**config.mk**
```make
export PLATFORM = sky130hd
export DESIGN_NAME = logic_fold_unit
export DESIGN_NICKNAME = d
export VERILOG_FILES = /design/src/rtl/logic_fold_pkg.sv /design/src/rtl/logic_fold_unit_bitwise_op.sv /design/src/rtl/logic_fold_unit.sv
export SDC_FILE = /design/constraint.sdc
export NUM_CORES = 1
export LEC_CHECK = 0
export ABC_AREA = 0
export CAP_MARGIN = 20
export CORE_MARGIN = 1.5
export CORE_UTILIZATION = 53
export DETAILED_ROUTE_END_ITERATION = 16
export GPL_TIMING_DRIVEN = 1
export PLACE_DENSITY_LB_ADDON = 0.15
export SYNTH_ARGS = -nofsm -noshare
export SYNTH_HDL_FRONTEND = slang
export SYNTH_SLANG_ARGS = --single-unit
export TNS_END_PERCENT = 10
```
**constraint.sdc**
```tcl
create_clock -name clk -period 2.3 [get_ports clk]
set_input_delay 0.46 -clock clk [delete_from_list [all_inputs] [get_ports clk]]
set_output_delay 0.46 -clock clk [all_outputs]
set_load 0.02 [all_outputs]
```
**src/rtl/logic_fold_pkg.sv**
```systemverilog
// rtl/logic_fold_pkg.sv - shared encodings for the logic fold unit
package logic_fold_pkg;

    localparam logic [1:0] OP_AND  = 2'b00;
    localparam logic [1:0] OP_OR   = 2'b01;
    localparam logic [1:0] OP_XOR  = 2'b10;
    localparam logic [1:0] OP_NAND = 2'b11;

    localparam logic MODE_PAIR = 1'b0;
    localparam logic MODE_ACC  = 1'b1;

    typedef enum logic {
        IDLE,
        ACCUM
    } state_t;

endpackage

```
**src/rtl/logic_fold_unit_bitwise_op.sv**
```systemverilog
// rtl/logic_fold_unit_bitwise_op.sv - combinational AND/OR/XOR/NAND selector
module bitwise_op
    import logic_fold_pkg::*;
#(
    parameter int WIDTH = 8
) (
    input  logic [WIDTH-1:0] a,
    input  logic [WIDTH-1:0] b,
    input  logic [1:0]       op,
    output logic [WIDTH-1:0] y
);

    always_comb begin
        y = '0;
        case (op)
            OP_AND:  y = a & b;
            OP_OR:   y = a | b;
            OP_XOR:  y = a ^ b;
            OP_NAND: y = ~(a & b);
            default: y = '0;
        endcase
    end

endmodule

```
**src/rtl/logic_fold_unit.sv**
```systemverilog
// rtl/logic_fold_unit.sv - registered pairwise/accumulate bitwise fold; LOGIC_FOLD_ZERO_FLAG_EN adds outZero
module logic_fold_unit
    import logic_fold_pkg::*;
#(
    parameter int WIDTH     = 8,
    parameter int MAX_BURST = 16,
    parameter int CNT_W     = $clog2(MAX_BURST + 1)
) (
    input  logic             clk,
    input  logic             resetN,
    input  logic             inValid,
    output logic             inReady,
    input  logic [WIDTH-1:0] inA,
    input  logic [WIDTH-1:0] inB,
    input  logic [1:0]       inOp,
    input  logic             inMode,
    input  logic             inLast,
    output logic             outValid,
    input  logic             outReady,
    output logic [WIDTH-1:0] out,
    output logic [CNT_W-1:0] outCount
`ifdef LOGIC_FOLD_ZERO_FLAG_EN
    ,
    output logic             outZero
`endif
);

    state_t           state;
    logic [WIDTH-1:0] acc;
    logic [CNT_W-1:0] cnt;
    logic [1:0]       op_q;

    logic [WIDTH-1:0] fold_a;
    logic [WIDTH-1:0] fold_b;
    logic [1:0]       fold_op;
    logic [WIDTH-1:0] fold_y;
    logic [CNT_W-1:0] cnt_inc;
    logic [CNT_W-1:0] emit_cnt;
    logic             accept;
    logic             pop;
    logic             emit;

    assign inReady = !outValid || outReady;
    assign accept  = inValid && inReady;
    assign pop     = outValid && outReady;
    assign cnt_inc = cnt + CNT_W'(1);

    // One operator serves both the first beat (inA op inB) and the fold (acc op inA).
    always_comb begin
        fold_a   = inA;
        fold_b   = inB;
        fold_op  = inOp;
        emit_cnt = CNT_W'(1);
        emit     = 1'b0;
        if (state == ACCUM) begin
            fold_a   = acc;
            fold_b   = inA;
            fold_op  = op_q;
            emit_cnt = cnt_inc;
            emit     = accept && (inLast || (cnt_inc == CNT_W'(MAX_BURST)));
        end else begin
            emit     = accept && ((inMode == MODE_PAIR) || inLast);
        end
    end

    bitwise_op #(.WIDTH(WIDTH)) u_op (
        .a  (fold_a),
        .b  (fold_b),
        .op (fold_op),
        .y  (fold_y)
    );

    always_ff @(posedge clk or negedge resetN) begin
        if (!resetN) begin
            state    <= IDLE;
            acc      <= '0;
            cnt      <= '0;
            op_q     <= OP_AND;
            out      <= '0;
            outCount <= '0;
            outValid <= 1'b0;
`ifdef LOGIC_FOLD_ZERO_FLAG_EN
            outZero  <= 1'b0;
`endif
        end else begin
            if (accept) begin
                acc <= fold_y;
                if (state == IDLE) begin
                    cnt <= CNT_W'(1);
                    if (inMode == MODE_ACC) begin
                        op_q <= inOp;
                        if (!inLast) begin
                            state <= ACCUM;
                        end
                    end
                end else begin
                    cnt <= cnt_inc;
                    if (emit) begin
                        state <= IDLE;
                    end
                end
            end
            // A same-cycle emit overrides the pop, keeping throughput at one per cycle.
            if (emit) begin
                out      <= fold_y;
                outCount <= emit_cnt;
                outValid <= 1'b1;
`ifdef LOGIC_FOLD_ZERO_FLAG_EN
                outZero  <= (fold_y == '0);
`endif
            end else if (pop) begin
                outValid <= 1'b0;
            end
        end
    end

endmodule

```
Word level (Yosys, flattened, before mapping):

Cells that the tools add are included.

* flip-flop bits (word level): 30
* output and inout port bits: 15
* logic and storage cells: 41

* add/subtract/negate cells: 1
* eq/ne operators: 4
* muxes and demuxes: 12
* bitwise gates (word level): 6
* reduce and logical (&&, ||, !) cells: 11

Operators by type and width (count)
* 8-bit case mux with 4 select lines: 1
* 8-bit 2-to-1 mux: 2
* 8-bit AND: 1
* 8-bit inverter: 1
* 8-bit bitwise OR: 1
* 8-bit bitwise XOR: 1
* 1-bit 2-to-1 mux: 7
* 5-bit by 1-bit adder with 5-bit output (second input constant): 1
* 5-bit == test (second input constant): 1
* 5-bit 2-to-1 mux: 1
* 2-bit == test (second input constant): 2
* 1-bit logical AND: 4
* 1-bit logical OR: 3
* 3-bit AND reduction: 1
* 2-bit by 1-bit == test with 1-bit output (second input constant): 1
* 2-bit zero test: 1
* 2-bit 2-to-1 mux: 1
* 1-bit inverter: 2
* 2-bit nonzero test: 1
* 1-bit zero test: 1

Depth between registers and ports, before layout:

Gate-level depths: netlist of run 1.

* depth after elaboration: 7
* mapped depth: 9

Hierarchy:

From an unflattened synthesis of run 1, not the netlist that was laid out.

* cell total of the unflattened synthesis: 169
* area, all modules: 2085.8 um^2

Modules (own cells, without submodules)
* logic_fold_unit: times used 1, cells each 110, area an instance 1532.7 um^2
* bitwise_op: times used 1, cells each 59, area an instance 553.0 um^2

Worst setup path before layout of run 1:

OpenSTA, ideal clock, no wires.

* path kind: register to register
* start: register state
* end: register out[0]
* setup time: 125 ps
* arrival time: 1859 ps
* required time: 2175 ps
* slack: 317 ps
* stages on the path, launching flop included: 10
* cells stage by stage: dfrtp_1 buf_6 buf_2 mux2i_1 inv_1 ha_1 inv_1 mux2i_1 a211oi_1 mux2_2

* longest elaborated chain between the ends: 4

RTL lines
* from (decl): line logic_fold_unit.sv:28 `state_t state;`
* from (signal assigned): line logic_fold_unit.sv:75 `state <= IDLE;`
* from (signal assigned): line logic_fold_unit.sv:93 `state <= ACCUM;`
* from (signal assigned): line logic_fold_unit.sv:99 `state <= IDLE;`
* 8-bit 2-to-1 mux: line logic_fold_unit.sv:55 `if (state == ACCUM) begin`
* 8-bit AND: line logic_fold_unit_bitwise_op.sv:16, logic_fold_unit_bitwise_op.sv:19
* 8-bit inverter: line logic_fold_unit_bitwise_op.sv:19 `OP_NAND: y = ~(a & b);`
* 8-bit case mux with 4 select lines: line logic_fold_unit_bitwise_op.sv:15 `case (op)`
* to (signal assigned): line logic_fold_unit.sv:105 `out <= fold_y;`
* to (decl): line logic_fold_unit.sv:20 `output logic [WIDTH-1:0] out,`

Parallel ways exist; a longest one is shown, timed or not.
A chain may end at the register's enable or synchronous reset.

Worst setup path in the final report of run 1:

* start: input outReady
* end: output inReady

* longest elaborated chain between the ends: 1

RTL lines
* from (decl): line logic_fold_unit.sv:19 `input logic outReady,`
* 1-bit logical OR: line logic_fold_unit.sv:43 `assign inReady = !outValid || outReady;`
* to (decl): line logic_fold_unit.sv:12 `output logic inReady,`

Every way passes these cells.

==> out/qor.csv, run 1 <==
stage,metric,value,unit
synth,synth_nets,252,
synth,synthArstFlopShare,100.0,%
synth,netlist_instances,211,
grt,grt_pass1_wl,7107,µm
route,drtAntennaViolNets,0,
synth,synth_edf_count,0,
floorplan,die-area,0.004388,mm²
final_layout,final_layout_size_suffix_gt1_share,12.99,%
critical_path,crit_arrival,1.62,ns
route,routed.top_layer,met4,
critical_path,startpoint_type,input port,
final_layout,seq_area,750.7,µm²
timing,hold_violations,0,
status,status,completed,
clock_tree,clk_pin_slew,0.06,ns
place,placedInstanceArea,0.002567,mm²
power_and_ir_drop,cellPowerDensity,876.6,mW/mm²
critical_path,path_class,input port to output pin,
power_and_ir_drop,p_total,0.002323,W
clock_tree,htree_levels,2,
floorplan,core_area,0.003744,mm²
route,drc_errors,0,
critical_path,cp_data_required_time,1.84,ns
synth,ys_types,34,
clock_tree,cts_tree,built,
timing,fin_crit_sh,90.60,%
route,wire_per_inst,13.39,µm
final_layout,final_common_cell,clkdlybuf4s50_1,
timing,whs,0.4874,ns
final_layout,final_area,0.002650,mm²
timing,setup_ws,0.2161,ns
grt,grt_pass1_vias,1649,
synth,dominantRegCellSynth,dfrtp_1,
synth,synth_top_family_by_area,multiplexers,
final_layout,finish.net_count,296,
clock_tree,hold_buffers,0,
floorplan,die_h,66.24,µm
critical_path,cp_max_fo,2,
timing,fin_worst_skew,0.006626,ns
synth,synthAdderAreaFrac,10.04,%
route,wirelength,4045,µm
timing,rsz0062_at_grt,no,
clock_tree,clk_latency,0.28,ns
floorplan,num_rows,22,
final_layout,multi_input_area,0.001176,mm²
synth,yosys.area_share.simple,6.080,%
route,wl_met3,200,µm
final_layout,area_growth,25.03,%
synth,synth_xor_area_share,1.240,%
synth,yosys_warnings,0,
timing,slew_headroom,74.65,%
clock_tree,cts_root_buffer,clkbuf_8,
floorplan,initial_core_util,56.62,%
route,vias,1656,
clock_tree,cts_resized,0,
route,via_per_inst,5.483,
clock_tree,cts_buffers,5,
synth,synth_area_per_cell,10.05,µm²
place,hpwl,2955,µm
timing,fmax,0.4799,GHz
route,wl_met2,1960,µm
final_layout,num_antenna_cells,0,
clock_tree,cts_setup_buffers,0,
timing,fin_crit,2.084,ns
timing,max_slew.worst_pin.slew,0.3803,ns
grt,antenna_found_initial,0,
timing,final.setup.tns,0,ns
floorplan,die_x,66.24,µm
final_layout,layout_common_cells,"clkdlybuf4s50_1, inv_1, mux2i_1",
place,place_ws,0.1745,ns
critical_path,r2r_cells,8,
timing,setup_viol,0,
grt,grt_overflow,0,
synth,ys_ff_latch,30,
synth,synth_area,0.002120,mm²
place,io_buffers,38,
flow_run,cap_violations,0,
floorplan,ioPinCount,39,
timing,finalMaxSlewViolations,0,
synth,synthMuxAreaShare,22.79,%
clock_tree,cts.sinks,30,
clock_tree,clock_path_buffers,2,
synth,synth_compound_area_share,15.35,%
power_and_ir_drop,leakage,1.188,nW
hold_path,min_path_type,register to register,
critical_path,crit_path_end_kind,output pin,
route,met1Wirelength,1847,µm
route,dr.pass1.iters,4,
synth,yosysSeqAreaShare,35.42,%
hold_path,min_path_cells,2,
place,place_congestion,0.7704,
final_layout,fillers,312,
grt,track_usage,21.48,%
grt,grt_max_degree,31,
route,first_iter_violations,64,
power_and_ir_drop,ir_worst_vdd,522.8,µV
## synth_stat cells, types with 2 or more instances
library cell	count	area share [%]
nand4_1	2	0.59
o211ai_1	19	6.7
o21ai_1	6	1.4
a21oi_1	2	0.47
mux2_2	9	4.8
xnor2_1	2	0.83
o21ai_0	7	1.7
a211oi_1	4	1.4
nand2_1	15	2.7
mux2i_1	33	16
buf_2	4	0.94
nand3_1	2	0.47
nor2b_1	2	0.59
clkbuf_1	2	0.35
buf_6	2	1.1
ha_1	17	10
nor2_1	3	0.53
a211oi_2	2	1.2
dfrtp_1	30	35
inv_1	34	6.0
## per-stage QoR
step | cells | util, %
after floorplan | 211 | -
after global placement | 296 | 68.58
after detailed placement | 296 | 68.58
after CTS | 302 | 70.79
after global routing | 302 | 70.79
final | 302 | 70.79
## routing by layer
layer,track usage (%),up-vias
met1,25.54,793
met5,0,-
met3,7.155,4
met2,36.63,35
met4,6.378,0
li1,-,824
## power breakdown
| part | internal [W] | switching [W] |
|---|---|---|
| sequential | 0.000703 | 0.000110 |
| combinational | 0.000535 | 0.000554 |
| clock | 0.000230 | 0.000191 |
| total | 0.00147 | 0.000855 |
## critical path: stages
cell and delay, ns:
clkdlybuf4s50_1 0.44, nand2b_1 0.12, clkdlybuf4s50_1 0.60
## worst paths after layout
path	startpoint	end	slack [ns]
setup / recovery	outReady	inReady	0.22
hold / removal	acc[2]$_DFFE_PN0P_	acc[2]$_DFFE_PN0P_	0.49
setup reg to reg	state$_DFFE_PN0P_	out[0]$_DFFE_PN0P_	0.37
hold reg to reg	acc[2]$_DFFE_PN0P_	acc[2]$_DFFE_PN0P_	0.49
max in group asynchronous	resetN	outValid$_DFFE_PN0P_	1.45
min in group asynchronous	resetN	outCount[1]$_DFFE_PN0P_	0.57
## final cells by class
class / count / area share, %
Clock buffer: 6 / 3.116
Inverter: 34 / 4.816
Multi-Input combinational cell: 138 / 44.38
Sequential cell: 30 / 28.33
Tap cell: 48 / 2.266
Timing Repair Buffer: 46 / 17.09
## logic make-up (layout without fill, tap and decap cells)
family	after synthesis	in the layout
AOI/OAI and AO/OA	45	45
xor gates and xnor gates	3	3
adders and majority gates	17	17
buffers and inverters	43	86
DFF	30	30
muxes	45	45
and+or+nand+nor	28	28
## flip-flops by register name (all words and copies together) (netlist names)
name	flops
cnt	5
outValid	1
acc	8
outCount	5
op_q	2
state	1
out	8
Note: power is estimated with default switching activity, not from simulation.
==> run 2, diff against run 1 <==
--- a/config.mk
+++ b/config.mk
@@ -8,10 +8,11 @@
 export ABC_AREA = 0
 export CAP_MARGIN = 20
 export CORE_MARGIN = 1.5
-export CORE_UTILIZATION = 53
+export CORE_UTILIZATION = 50
 export DETAILED_ROUTE_END_ITERATION = 16
 export GPL_TIMING_DRIVEN = 1
 export PLACE_DENSITY_LB_ADDON = 0.15
+export SETUP_SLACK_MARGIN = 0.2
 export SYNTH_ARGS = -nofsm -noshare
 export SYNTH_HDL_FRONTEND = slang
 export SYNTH_SLANG_ARGS = --single-unit
==> out/qor.csv, run 2 (synthesis gave the netlist of run 1 again) <==
stage,metric,value,unit,change
route,via_per_inst,5.307,,-3.2%
power_and_ir_drop,p_switching,0.0008734,W,+2.2%
final_layout,final_area,0.002664,mm²,+0.52%
final_layout,fillers,329,,+5.4%
clock_tree,cts.sinks,30,,unchanged
final_layout,num_antenna_cells,0,,unchanged
power_and_ir_drop,p_comb_share,46.7,%,-0.2 points
critical_path,crit_buf_inv,3,,+1
grt,track_usage,20.57,%,-0.91 points
clock_tree,cts_tree,built,,
final_layout,layout_common_cells,"clkdlybuf4s50_1, inv_1, mux2i_1",,
clock_tree,cts_root_buffer,clkbuf_8,,
final_layout,final_common_cell,clkdlybuf4s50_1,,
final_layout,instances_no_fill,306,,+1.3%
clock_tree,htree_levels,2,,unchanged
route,wire_per_inst,13.33,µm,-0.48%
timing,hold_violations,0,,unchanged
grt,grt_pass1_wl,7072,µm,-0.49%
flow_run,cap_violations,0,,unchanged
place,hpwl,2938,µm,-0.59%
critical_path,critPathTopFamily,multiplexers,,
route,drtAntennaViolNets,0,,unchanged
floorplan,core_area,0.004029,mm²,+7.6%
critical_path,cp_data_required_time,2.52,ns,+0.68 ns
grt,antenna_found_initial,0,,unchanged
timing,finalMaxSlewViolations,0,,unchanged
power_and_ir_drop,pwr-share-clk,18.8,%,+0.7 points
power_and_ir_drop,leakage,1.197,nW,+0.76%
route,dr.pass1.iters,4,,unchanged
grt,grt_pass1_vias,1542,,-6.5%
clock_tree,cts_resized,0,,unchanged
floorplan,die_h,68.11,µm,+2.8%
critical_path,cp_max_fo,29,,+27
final_layout,area_growth,25.68,%,
grt,grt_overflow,0,,unchanged
timing,fmax,0.5100,GHz,+6.3%
clock_tree,cts_setup_buffers,0,,unchanged
final_layout,final_layout_size_suffix_gt1_share,13.28,%,+0.29 points
clock_tree,cts_buffers,5,,unchanged
clock_tree,clk_pin_slew,0.07,ns,about the same
clock_tree,hold_buffers,0,,unchanged
hold_path,min_path_type,register to register,,
timing,max_slew.worst_pin.slew,0.4336,ns,+0.05335 ns
place,placedInstanceArea,0.002570,mm²,about the same
final_layout,finish.net_count,296,,unchanged
route,drc_errors,0,,unchanged
floorplan,die_x,68.11,µm,+2.8%
critical_path,startpoint_type,register,,
critical_path,path_class,register to register,,
place,place_inst,298,,+0.68%
place,place_congestion,0.7910,,+2.7%
power_and_ir_drop,p_total,0.002348,W,+1.1%
timing,fin_crit,1.961,ns,-0.1231 ns
place,place_ws,0.1550,ns,-0.01947 ns
critical_path,crit_arrival,2.18,ns,+0.56 ns
power_and_ir_drop,p_int,0.001475,W,+0.46%
critical_path,r2r_slack,0.34,ns,-0.03 ns
critical_path,crit_path_end_kind,register,,
timing,final.setup.tns,0,ns,unchanged
floorplan,die-area,0.004639,mm²,+5.7%
timing,fin_crit_sh,85.25,%,-5.4 points
place,io_buffers,38,,unchanged
grt,grt_max_degree,31,,unchanged
timing,setup_viol,0,,unchanged
timing,slew_headroom,70.52,%,-4.1 points
power_and_ir_drop,cellPowerDensity,881.6,mW/mm²,+0.57%
route,first_iter_violations,66,,+3.1%
floorplan,ioPinCount,39,,unchanged
timing,rsz0062_at_grt,yes,,
timing,setup_ws,0.3392,ns,+0.1231 ns
clock_tree,clk_latency,0.28,ns,about the same
critical_path,path_cells,"buf_12, mux2i_1, inv_1, ha_1, inv_1, mux2i_1, a211oi_1, mux2_2",,
power_and_ir_drop,ir_worst_vdd,475.3,µV,-9.1%
floorplan,num_rows,23,,+4.5%
route,wirelength,4079,µm,+0.84%
final_layout,top_regs,"acc: 8 flops, out: 8 flops",,
clock_tree,clock_path_buffers,2,,unchanged
power_and_ir_drop,p_sw_share,37.19,%,+0.40 points
timing,fin_worst_skew,0.003869,ns,-0.002758 ns
floorplan,initial_core_util,52.61,%,-4.0 points
status,status,completed,,
route,vias,1624,,-1.9%
power_and_ir_drop,p_seq_share,34.5,%,-0.5 points
critical_path,crit_slowest_cell,dfrtp_1,,
critical_path,max_stage_delay,0.37,ns,-0.23 ns
## run 2: cell types whose count changed in the layout (fill, tap and decap cells not counted), sizes merged
cell / previous run / this run
clkbuf: 6 / 7
clkdlybuf4s50: 38 / 37
clkinv: 0 / 1
dlymetal6s2s: 0 / 1
## run 2: worst paths after layout
path / startpoint / endpoint / depth (start not counted)
setup / recovery: state$_DFFE_PN0P_ / out[0]$_DFFE_PN0P_ / 8
hold / removal: acc[7]$_DFFE_PN0P_ / acc[7]$_DFFE_PN0P_ / 2
setup reg to reg: state$_DFFE_PN0P_ / out[0]$_DFFE_PN0P_ / 8
hold reg to reg: acc[7]$_DFFE_PN0P_ / acc[7]$_DFFE_PN0P_ / 2
max in group asynchronous: resetN / cnt[3]$_DFFE_PN0P_ / 2
min in group asynchronous: resetN / outCount[1]$_DFFE_PN0P_ / 2
## run 2: area by class of cell
| class | count | area, µm² | area share, % |
|---|---|---|---|
| timing repair buffer | 46 | 455.4 | 17.10 |
| sequential | 30 | 750.7 | 28.18 |
| clock buffer | 7 | 86.33 | 3.241 |
| clock inverter | 1 | 5.005 | 0.1879 |
| inverter | 34 | 127.6 | 4.791 |
| tap | 50 | 62.56 | 2.349 |
| multi-input combinational | 138 | 1176 | 44.15 |
## run 2: per-stage QoR
step / util (%) / hold WS (ns)
finish: 66.12 / 0.4879
detailed placement: 63.79 / 0.4795
floorplan: - / 0.1644
CTS: 66.06 / 0.4924
global placement: 63.79 / 0.4746
global route: 66.12 / 0.5078
## run 2: power groups by stage
| stage | sequential, W | clock [W] | combinational [W] |
|---|---|---|---|
| after CTS | 0.000811 | 0.000450 | 0.00110 |
| after global routing | 0.000832 | 0.000480 | 0.00122 |
| final | 0.000810 | 0.000442 | 0.00110 |
| after floorplan | 0.000915 | 0 | 0.000618 |
| after global placement | 0.000816 | 0 | 0.00108 |
| after detailed placement | 0.000819 | 0 | 0.00110 |
## run 2: tightest hold or removal path, stage by stage, from the launching register on
cell     delay (ns)
dfrtp_1        0.34
nand2_1        0.05
o21ai_1        0.06
## run 2: layer usage
layer	wire length, µm	share of wire (%)	GRT usage, %	vias up
li1	-	-	-	826
met1	1991	49	27.23	759
met2	1903	47	32.04	32
met3	132	3.2	4.276	7
met4	51	1.3	9.750	0
met5	0	0	0	-
==> variant (settings of run 1) <==
Reset style: synchronous (`resetN`), changed in one clocked block.
--- a/src/rtl/logic_fold_unit.sv
+++ b/src/rtl/logic_fold_unit.sv
@@ -72,3 +72,3 @@
 
-    always_ff @(posedge clk or negedge resetN) begin
+    always_ff @(posedge clk) begin
         if (!resetN) begin
Check against the original RTL: differs if resetN is asserted again (counterexample within 4 cycles, from zero or initial values and one cycle with resetN low); with resetN held inactive, the same outputs for 10 cycles.
==> variant against run 1 <==
  * Worst hold slack got worse by 0.0043 ns
  * Final area fell by 5.9%
  * Register-to-register slack improved by 0.04 ns
  * Sequential cell count did not move
  * Routed wire length rose by 4.9%
  * Setup slack got worse by 0.082 ns
  * Area after synthesis fell by 7.7%
  * Critical path depth did not move
  * Highest routed layer unchanged
  * Via count rose by 6.8%
  * Non-clock buffer count fell by 1
  * Fmax fell by 3.8%
  * Utilization rose by 1.7 points
Power is not compared: it rests on default switching activity, and its combinational part moved more than twofold at a synthesized area within 25%.
==> variant: results (changes against run 1) <==
stage,metric,value,unit,change
place,gp_congestion,0.7610,,was 0.7704
setup_path,slowest_delay,0.62,ns,was 0.60 ns
route,detailedRoute.firstIterationViolations,91,,was 64
cells_and_area,nets,314,,was 296
cts,cts.root.buffer_cell,sky130_fd_sc_hd__clkbuf_8,,unchanged
yosys,async_flop_share,0,%,was 100.0%
grt,grt_usage,22.28,%,was 21.48%
timing,finalClockSkew,0.005165,ns,was 0.006626 ns
grt,global_route_met2_usage,37.63,%,was 36.63%
grt,grt_util_met3,4.930,%,was 7.155%
cells_and_area,fill_cells,286,,was 312
run_status,run_status,"complete, no violations",,unchanged
yosys,synth_common_cells,"sky130_fd_sc_hd__dfxtp_1 (30), sky130_fd_sc_hd__o21ai_0 (27), sky130_fd_sc_hd__a21oi_1 (26), sky130_fd_sc_hd__mux2i_1 (21), sky130_fd_sc_hd__nor2_1 (18)",,"was sky130_fd_sc_hd__inv_1 (34), sky130_fd_sc_hd__mux2i_1 (33), sky130_fd_sc_hd__dfrtp_1 (30), sky130_fd_sc_hd__o211ai_1 (19), sky130_fd_sc_hd__ha_1 (17)"
grt,grt_max_degree,31,,unchanged
grt,grt_pass1_wl,7.231,mm,was 7.107 mm
yosys,synth_top_flop_cell,sky130_fd_sc_hd__dfxtp_1,,was sky130_fd_sc_hd__dfrtp_1
power_and_ir_drop,p_leak,1.016,nW,
place,placed_area,2385,sq um,was 2567 sq um
timing,tightestPinTransition,0.4302,ns,was 0.3803 ns
yosys,yosys_warnings,0,,unchanged
route,avgViaCountPerCell,5.525,,was 5.483
yosys,yosys-top-cells-area,"sky130_fd_sc_hd__dfxtp_1 (31%), sky130_fd_sc_hd__ha_1 (11%), sky130_fd_sc_hd__mux2i_1 (11%), sky130_fd_sc_hd__o21ai_0 (6.9%), sky130_fd_sc_hd__a21oi_1 (6.6%)",,"was sky130_fd_sc_hd__dfrtp_1 (35%), sky130_fd_sc_hd__mux2i_1 (16%), sky130_fd_sc_hd__ha_1 (10%), sky130_fd_sc_hd__o211ai_1 (6.7%), sky130_fd_sc_hd__inv_1 (6.0%)"
place,dp_wirelength,2.938,mm,was 2.955 mm
route,wl_per_cell,13.26,um,was 13.39 um
setup_path,critical_path_peak_fanout,5,,was 2
yosys,postSynthNetCount,275,,was 252
setup_path,crit_arrival,1.71,ns,was 1.62 ns
yosys,synthDistinctLibCells,32,,was 34
[variant: cell types whose count changed after synthesis, sizes merged, moves of 8 or more]
cell / run 1 / this run
a21oi: 3 / 27
nand2: 16 / 7
nand3: 2 / 11
dfrtp: 30 / 0
nor2: 3 / 18
mux2: 10 / 2
inv: 34 / 17
mux2i: 35 / 21
o21ai: 13 / 27
dfxtp: 0 / 30
[variant: layer usage]
layer | vias to the layer above | part of all wire [%]
met5 | - | 0
met3 | 6 | 3.6
met4 | 0 | 1.2
met1 | 822 | 48
met2 | 36 | 47
li1 | 904 | -
[variant: logic make-up (layout without fill, tap and decap cells)]
logic type,count (synthesis),in the layout,share of synthesized area (%)
mux,23,23,12.08
compound gates,79,79,24.87
flops,30,30,30.69
xor+xnor,3,3,1.343
fa+ha+maj,17,17,10.87
simple gates,52,52,13.04
buf+inv,30,70,7.097
[variant: power by group]
| group | switching [mW] | internal (mW) |
|---|---|---|
| Clock | 0.203 | 0.302 |
| Sequential | 0.0189 | 0.555 |
| Combinational | 0.184 | 0.165 |
[variant: layout make-up]
class,instances,area (sq um),share of cell area [%]
multi-input cells,174,1217,48.80
flip-flops and latches,30,600.6,24.07
repair buffers,45,445.4,17.85
clock buffers,8,110.1,4.413
inverters,17,63.81,2.558
well taps,46,57.56,2.307
[variant: worst paths after layout]
path                            startpoint                       end  slack, ns  depth (start not counted)
setup reg to reg        state$_SDFFE_PN0P_       acc[0]$_SDFFE_PN0P_       0.41                          8
hold / removal    outCount[1]$_SDFFE_PN0P_  outCount[1]$_SDFFE_PN0P_       0.48                          2
setup / recovery                  outReady                   inReady       0.13                          3
hold reg to reg   outCount[1]$_SDFFE_PN0P_  outCount[1]$_SDFFE_PN0P_       0.48                          2
[variant: metrics by stage]
| stage | util (%) | setup slack (ns) | hold slack, ns | cells |
|---|---|---|---|---|
| 6_report | 72.48 | 0.1343 | 0.4831 | 320 |
| 5_1_grt | 72.48 | 0.06556 | 0.5076 | 320 |
| 4_1_cts | 72.48 | 0.1306 | 0.4837 | 320 |
| 3_5_place_dp | 69.28 | 0.1356 | 0.4709 | 312 |
| 3_3_place_gp | 69.28 | 0.1477 | 0.4638 | 312 |
| 2_1_floorplan | - | 0.4302 | 0.4798 | 234 |
[variant: worst min-delay path, stage by stage (launching register included)]
cell                       delay, ns
sky130_fd_sc_hd__dfxtp_1        0.31
sky130_fd_sc_hd__nand2b_1       0.06
sky130_fd_sc_hd__a21boi_1       0.06
